[src/rtl/piso_pkg.sv]
// Shared types and constants for the framed parallel-in/serial-out transmitter.
package piso_pkg;

    typedef enum logic [1:0] {
        IDLE  = 2'd0,
        START = 2'd1,
        DATA  = 2'd2,
        STOP  = 2'd3
    } piso_state_e;

    // Symbols added around the payload when framing is on: one start, one stop.
    localparam int FRAMING_SYMS = 2;

    function automatic int bit_cnt_w(input int data_w);
        return (data_w > 1) ? $clog2(data_w) : 1;
    endfunction

endpackage

[src/rtl/piso_framed_tx_bit_timer.sv]
// Symbol timer: counts 0..CLKS_PER_BIT-1 and flags the last cycle of each symbol.
module piso_bit_timer #(
    parameter int CLKS_PER_BIT = 1
) (
    input  logic clk,
    input  logic g_rst,
    input  logic clr,
    output logic tc
);

    localparam int TW = (CLKS_PER_BIT > 1) ? $clog2(CLKS_PER_BIT) : 1;

    logic [TW-1:0] cnt_q;
    logic [TW-1:0] cnt_d;

    assign tc = (cnt_q == TW'(CLKS_PER_BIT - 1));

    always_comb begin
        cnt_d = cnt_q + 1'b1;
        if (clr || tc) begin
            cnt_d = '0;
        end
    end

    always_ff @(posedge clk) begin
        if (g_rst) begin
            cnt_q <= '0;
        end else begin
            cnt_q <= cnt_d;
        end
    end

endmodule

[src/rtl/piso_framed_tx.sv]
// Parallel-in/serial-out transmitter with per-word bit order, optional start/stop
// framing and a one-word holding register for gapless back-to-back frames.
module piso_framed_tx
    import piso_pkg::*;
#(
    parameter int   DATA_W       = 32,
    parameter int   CLKS_PER_BIT = 1,
    parameter logic IDLE_LEVEL   = 1'b1
) (
    input  logic              clk,
    input  logic              g_rst,
    input  logic              ld_valid,
    output logic              ld_ready,
    input  logic [DATA_W-1:0] par_ser_data,
    input  logic              ld_msb_first,
    input  logic              ld_frame_en,
    output logic              tx_serial_out,
    output logic              tx_busy,
    output logic              tx_done
);

    localparam int              BW       = bit_cnt_w(DATA_W);
    localparam logic [BW-1:0]   LAST_BIT = BW'(DATA_W - 1);

    piso_state_e       state_q, state_d;
    logic [BW-1:0]     bit_q, bit_d;
    logic              hold_full_q, hold_full_d;
    logic              ready_q, ready_d;
    logic              tx_q, tx_d;
    logic              done_q, done_d;

    logic [DATA_W-1:0] hold_data_q, hold_data_d;
    logic              hold_msb_q, hold_msb_d;
    logic              hold_frm_q, hold_frm_d;
    logic [DATA_W-1:0] data_q, data_d;
    logic              msb_q, msb_d;
    logic              frm_q, frm_d;

    logic              sym_tc;
    logic              load;
    logic              frame_end;
    logic [BW-1:0]     idx;

    piso_bit_timer #(
        .CLKS_PER_BIT(CLKS_PER_BIT)
    ) u_timer (
        .clk  (clk),
        .g_rst(g_rst),
        .clr  (state_q == IDLE),
        .tc   (sym_tc)
    );

    always_comb begin
        state_d     = state_q;
        bit_d       = bit_q;
        hold_full_d = hold_full_q;
        hold_data_d = hold_data_q;
        hold_msb_d  = hold_msb_q;
        hold_frm_d  = hold_frm_q;
        data_d      = data_q;
        msb_d       = msb_q;
        frm_d       = frm_q;
        load        = 1'b0;
        frame_end   = 1'b0;
        idx         = '0;
        tx_d        = IDLE_LEVEL;

        case (state_q)
            IDLE: begin
                load = hold_full_q;
            end
            START: begin
                if (sym_tc) begin
                    state_d = DATA;
                    bit_d   = '0;
                end
            end
            DATA: begin
                if (sym_tc) begin
                    if (bit_q == LAST_BIT) begin
                        if (frm_q) begin
                            state_d = STOP;
                        end else begin
                            frame_end = 1'b1;
                        end
                    end else begin
                        bit_d = bit_q + 1'b1;
                    end
                end
            end
            STOP: begin
                frame_end = sym_tc;
            end
            default: begin
                state_d = IDLE;
            end
        endcase

        // A frame ending with a word already held chains straight into it.
        if (frame_end) begin
            if (hold_full_q) begin
                load = 1'b1;
            end else begin
                state_d = IDLE;
            end
        end

        if (load) begin
            data_d      = hold_data_q;
            msb_d       = hold_msb_q;
            frm_d       = hold_frm_q;
            bit_d       = '0;
            state_d     = hold_frm_q ? START : DATA;
            hold_full_d = 1'b0;
        end

        if (ld_valid && ready_q) begin
            hold_full_d = 1'b1;
            hold_data_d = par_ser_data;
            hold_msb_d  = ld_msb_first;
            hold_frm_d  = ld_frame_en;
        end

        // Output is computed from the next state so the line flop lines up with it.
        idx = msb_d ? (LAST_BIT - bit_d) : bit_d;
        case (state_d)
            START:   tx_d = ~IDLE_LEVEL;
            DATA:    tx_d = data_d[idx];
            default: tx_d = IDLE_LEVEL;
        endcase

        ready_d = !hold_full_d;
        done_d  = frame_end;
    end

    always_ff @(posedge clk) begin
        if (g_rst) begin
            state_q     <= IDLE;
            bit_q       <= '0;
            hold_full_q <= 1'b0;
            ready_q     <= 1'b1;
            tx_q        <= IDLE_LEVEL;
            done_q      <= 1'b0;
        end else begin
            state_q     <= state_d;
            bit_q       <= bit_d;
            hold_full_q <= hold_full_d;
            ready_q     <= ready_d;
            tx_q        <= tx_d;
            done_q      <= done_d;
        end
    end

    always_ff @(posedge clk) begin
        hold_data_q <= hold_data_d;
        hold_msb_q  <= hold_msb_d;
        hold_frm_q  <= hold_frm_d;
        data_q      <= data_d;
        msb_q       <= msb_d;
        frm_q       <= frm_d;
    end

    assign ld_ready      = ready_q;
    assign tx_serial_out = tx_q;
    assign tx_busy       = (state_q != IDLE);
    assign tx_done       = done_q;

endmodule

[config.mk]
export PLATFORM = sky130hd
export DESIGN_NAME = piso_framed_tx
export DESIGN_NICKNAME = d
export VERILOG_FILES = /design/src/rtl/piso_pkg.sv /design/src/rtl/piso_framed_tx_bit_timer.sv /design/src/rtl/piso_framed_tx.sv
export SDC_FILE = /design/constraint.sdc
export NUM_CORES = 1
export LEC_CHECK = 0
export ABC_AREA = 1
export CORE_ASPECT_RATIO = 1.1
export CORE_UTILIZATION = 50
export DETAILED_ROUTE_END_ITERATION = 8
export GPL_TIMING_DRIVEN = 0
export PLACE_DENSITY_LB_ADDON = 0.12
export SLEW_MARGIN = 10
export SYNTH_ARGS = -nofsm -noshare
export SYNTH_HDL_FRONTEND = slang
export SYNTH_SLANG_ARGS = --single-unit
[constraint.sdc]
create_clock -name clk -period 5.35 [get_ports clk]
set_input_delay 1.07 -clock clk [delete_from_list [all_inputs] [get_ports clk]]
set_output_delay 1.07 -clock clk [all_outputs]
set_load 0.03 [all_outputs]
# == Word-level counts from Yosys, hierarchy flattened ==
# Index checks and enable logic that the tools add are counted.
# totals
regBits,80
latchBits,0
ramBits,0
mem_bits_ro,0
in_bits,37
out_inout_bits,4
word_cells,59
mem_count,0
# op_classes
addsub,3
mul,0
n_div,0
magnitude_cmp,1
n_eq_ne,6
shift,0
n_mux,29
bitwise_logic,1
n_reduce_logical,6
# op_table
operator,count
two-way mux 32 bit,1
two-way mux 5 bit,5
two-way mux 2 bit,8
two-way mux 1 bit,10
case mux 5 bit (2 select lines),1
== test 2 bit (second input constant),3
less-than comparator 5 x 6 -> 1 bit (second input constant),1
adder 5 x 1 -> 5 bit (second input constant),1
binary-select mux 1 bit (select 5 bit),1
== test 5 bit (second input constant),1
subtractor 5 bit (first input constant),1
== test 2 x 1 -> 1 bit (second input constant),2
case mux 1 bit (2 select lines),2
case mux 2 bit (2 select lines),1
zero test 2 bit,1
nonzero test 2 bit,1
OR reduction 2 bit,1
adder 1 bit (second input constant),1
logical AND 1 bit,1
zero test 1 bit,1
logical OR 1 bit,1
inverter 1 bit,1

# == Depth between registers and ports, before layout ==
# depth
word_depth,11
depth_mapped,23
ltp_nobuf,21

# == Modules after synthesis ==
# A second synthesis with hierarchy kept.
# hier_totals
cells_unflattened,377
area_unflattened_um2,3459.6
# by_module_without_submodules
module,n_inst,cells_each,area_per_inst_um2,seq_area_each_um2
piso_framed_tx,1,374,3432.0,1931.9
piso_bit_timer,1,3,27.5,20.0

# == Least setup slack after synthesis ==
# OpenSTA, ideal clock, no wires.
# synth_path
path_kind,register to register
start,register state_q[0]
end,"register tx_q, in the netlist tx_serial_out"
setup_time_ps,109
arrival_ps,2201
t_required_ps,5241
path_slack_ps,3040
path_stages_with_launch,21
path_buffers,1
period_less_slack_ps,2310
cell_sequence,dfxtp_1 > inv_1 > ha_1 > inv_1 > a21oi_1 > nand2_1 > nand3_1 > nand2_1 > nand2_1 > nand3_4 > nand2_2 > buf_4 > nand2_1 > nand3_1 > nand3_1 > nand3_1 > nand2_1 > nand2_1 > nand3_1 > nand2_1 > inv_1
# synth_via
elab_chain_cells,10
word_cells_on_any_way,27
cone_classes,add/sub (1); eq/ne (5); mux (20); reduce/logical (1)
# synth_rtl
element,line_no,text
"start, declared",piso_framed_tx.sv:25,"piso_state_e state_q, state_d;"
"start signal, assigned",piso_framed_tx.sv:145,state_q <= state_d;
zero test 2 bit,piso_framed_tx.sv:68,case (state_q)
two-way mux 1 bit,piso_framed_tx.sv:68,
two-way mux 1 bit,piso_framed_tx.sv:101,if (hold_full_q) begin
two-way mux 1 bit,piso_framed_tx.sv:100,if (frame_end) begin
two-way mux 5 bit,piso_framed_tx.sv:108,if (load) begin
subtractor 5 bit,piso_framed_tx.sv:125,idx = msb_d ? (LAST_BIT - bit_d) : bit_d;
two-way mux 5 bit,piso_framed_tx.sv:125,
binary-select mux 1 bit (select 5 bit),piso_framed_tx.sv:128,DATA: tx_d = data_d[idx];
two-way mux 1 bit (implied by the code),piso_framed_tx.sv:128,
case mux 1 bit (2 select lines) *,piso_framed_tx.sv:126,case (state_d)
"end signal, assigned",piso_framed_tx.sv:149,tx_q <= tx_d;
"end, declared",piso_framed_tx.sv:29,"logic tx_q, tx_d;"
# Every way passes the cells marked *; elsewhere a longest branch is shown, timed or not. The select of a mux whose other input is x is not followed.
# A chain may end at the register's enable or synchronous reset.

# == Worst setup path after layout ==
# layout_path
start,register state_q[0]
end,output tx_busy
# layout_via
elab_chain_cells,1
# layout_rtl
element,line_no,text
nonzero test 2 bit,piso_framed_tx.sv:165,assign tx_busy = (state_q != IDLE);
"end, declared",piso_framed_tx.sv:18,"output logic tx_busy,"
# No other way between the ends.

==> metrics <==
status complete, no violations; Hold-fix buffers, CTS 0; global route total overflow 0; # DRC 0; worst slew pin tran a little over 700 ps; largest family of logic cells by synthesized area simple AND/OR/NAND/NOR gates; pin count of the biggest net entering global routing 35; FILL cells about 560; CTS root buf clkbuf_8; NumNets Final 479; vias in the first global route 2434; WS Path Type reg -> out; leading area contributor after synthesis edfxtp_1; Post-CTS Setup Inserts 0; Crit path arrival time 1870 ps; Worst Path Required 4280 ps; Hold Crit Class reg -> reg; first-pass GRT wire length 10.4 mm; layout cell share with drive strength beyond 1 0.129; Synth Area in Simple Gates 0.223; largest cells by area after synthesis edfxtp_1 (30%), dfxtp_1 (25%), inv_1 (8.2%); Die Width 82.2 um; gr usage total 0.190; initial antenna violation count 0; Synth Area in Compound Gates 0.0781; Pleak ~1.9 nW; PwrDens ~470 nW/um2; ant diodes 0; Synth top area share 0.297; Final Hold Fails 0; FP Rows 31; register area share after synthesis 0.551; synthesis-stage register bit count 80; # H-tree levels 3; Post-Syn Area around 3500 um2; via count 2558; Final Setup Violations 0; # clock sinks 80; Port Buffers 39; Fmax 340 MHz; Area Overhead vs Synth 20.1%; Final period util 0.550; post-route ant nets 0; die height 90.2 um; vias per inst 4.89; Skew-Pair Late Insertion Delay around 360 ps; setup tns final 0 ps; Avg WL per Cell roughly 12 um; CP endpoint kind output port; Slew Limit Headroom 0.514; Synth Instances 386; Synth Area per Inst 9.17 um2; GPL Wtd Cong 0.815; CTS Buf Count 9; DP HPWL roughly 4.7 mm; Tmin final 2940 ps; adder-cell share of the synthesized area 0.0212; post-place setup slack ~2400 ps; critical path startpoint category flop; core region area about 6700 um2; clk_skew 7.84 ps; mux contribution to synthesized area 0; die area ~7400 um2; 1st-pass router iterations 4; reg-to-reg setup timing slack 2600 ps; drt first-iter violations 102; Netlist cell types 35; clk slew on worst S/H paths ~80 ps; post-route setup slack 2410 ps; TritonCTS clock tree done; Ports slightly above 40; max_cap viols 0; CTS max path bufs 2; syn_nets 429; drt total wl 6.40 mm; Worst Path Max Fanout 4; post_cts resized 0; maximum vdd drop around 0.34 mV; Synth Warn # 0; Starting Density 0.528; XOR/XNOR Fraction of Synth Area 0.0152; Pins Over Slew Limit 0; unrepaired setup endpoints after global routing no
power by group:
part / internal, W / switching (W) / total (W)
logic: 0.000277 / 0.000412 / 0.000688
clock network: 0.000263 / 0.000218 / 0.000481
registers: 0.000783 / 0.0000478 / 0.000831
total: 0.00132 / 0.000678 / 0.00200
critical path: stages, from the launching register on:
cell and delay [ps]:
dfxtp_1 380, inv_1 100, ha_1 200, inv_1 140, clkdlybuf4s50_1 700
final cells by class:
cell class,count,area [um2],area share
sequential,80,1950,0.459
clock inverter,7,96.3,0.0227
multi-input combinational,218,1200,0.282
tap,82,103,0.0241
timing repair buffer,39,390,0.0918
clock buffer,9,124,0.0291
inverter,77,289,0.0680
buffer,11,101,0.0238
cells by family after synthesis:
logic type      after synthesis
other cells                   1
buf+inv                      88
simple gates                158
fa+ha+maj                     6
compound gates               49
xor+xnor                      4
flops                        80
worst paths after layout:
path | cells past startpoint | from | end
hold / removal | 2 | hold_data_q[28]$_DFFE_PP_ | data_q[28]$_DFF_P_
hold reg to reg | 2 | hold_data_q[28]$_DFFE_PP_ | data_q[28]$_DFF_P_
setup reg to reg | 20 | state_q[1]$_SDFF_PP0_ | tx_serial_out$_SDFF_PP1_
setup / recovery | 4 | state_q[0]$_SDFF_PP0_ | tx_busy
metal layers:
metal	track usage	wire length, um	share of wire
met1	0.222	2810	0.44
met2	0.319	3240	0.51
met3	0.0426	216	0.034
met4	0.0921	140	0.022
met5	0	0	0
cells in the mapped netlist, drive strengths merged:
| library cell | instances |
|---|---|
| xor2 | 1 |
| nor3 | 2 |
| nand4 | 3 |
| xnor2 | 3 |
| a21boi | 1 |
| nand3 | 48 |
| o211ai | 2 |
| o311ai | 1 |
| ha | 6 |
| buf | 10 |
| or2 | 10 |
| o22ai | 1 |
| nand2 | 83 |
| edfxtp | 35 |
| nor3b | 1 |
| o21ai | 39 |
| nor2 | 11 |
| dfxtp | 45 |
| clkbuf | 1 |
| conb | 1 |
| inv | 77 |
| a21oi | 5 |
flip-flops by register name (all words and copies together) (netlist names):
register / flops
data_q: 32
hold_data_q: 32
bit_q: 5
state_q: 2
frm_q: 1
hold_frm_q: 1
hold_full_q: 1
hold_msb_q: 1
ld_ready: 1
msb_q: 1
tx_done: 1
tx_serial_out: 1
u_timer.cnt_q: 1
cells in the final DEF, fill, tap and decap left out, types with 6 or more instances in the layout:
master and n:
clkbuf_8 9, clkdlybuf4s50_1 39, dfxtp_1 45, edfxtp_1 35, ha_1 6, inv_1 76, nand2_1 73, nand3_1 45
nor2_1 10, o21ai_0 22, o21ai_1 12, or2_2 10
per-stage QoR:
stage	hold WS, ps	area (um2)	std cells	utilization	total power, W
2_1_floorplan	441	3540	386	-	0.00136
4_1_cts	486	4250	523	0.634	0.00202
6_report	481	4250	523	0.634	0.00200
3_3_place_gp	463	4030	507	0.601	0.00151
3_5_place_dp	467	4030	507	0.601	0.00153
5_1_grt	506	4250	523	0.634	0.00214
No activity file was read; power rests on OpenSTA's default activity.
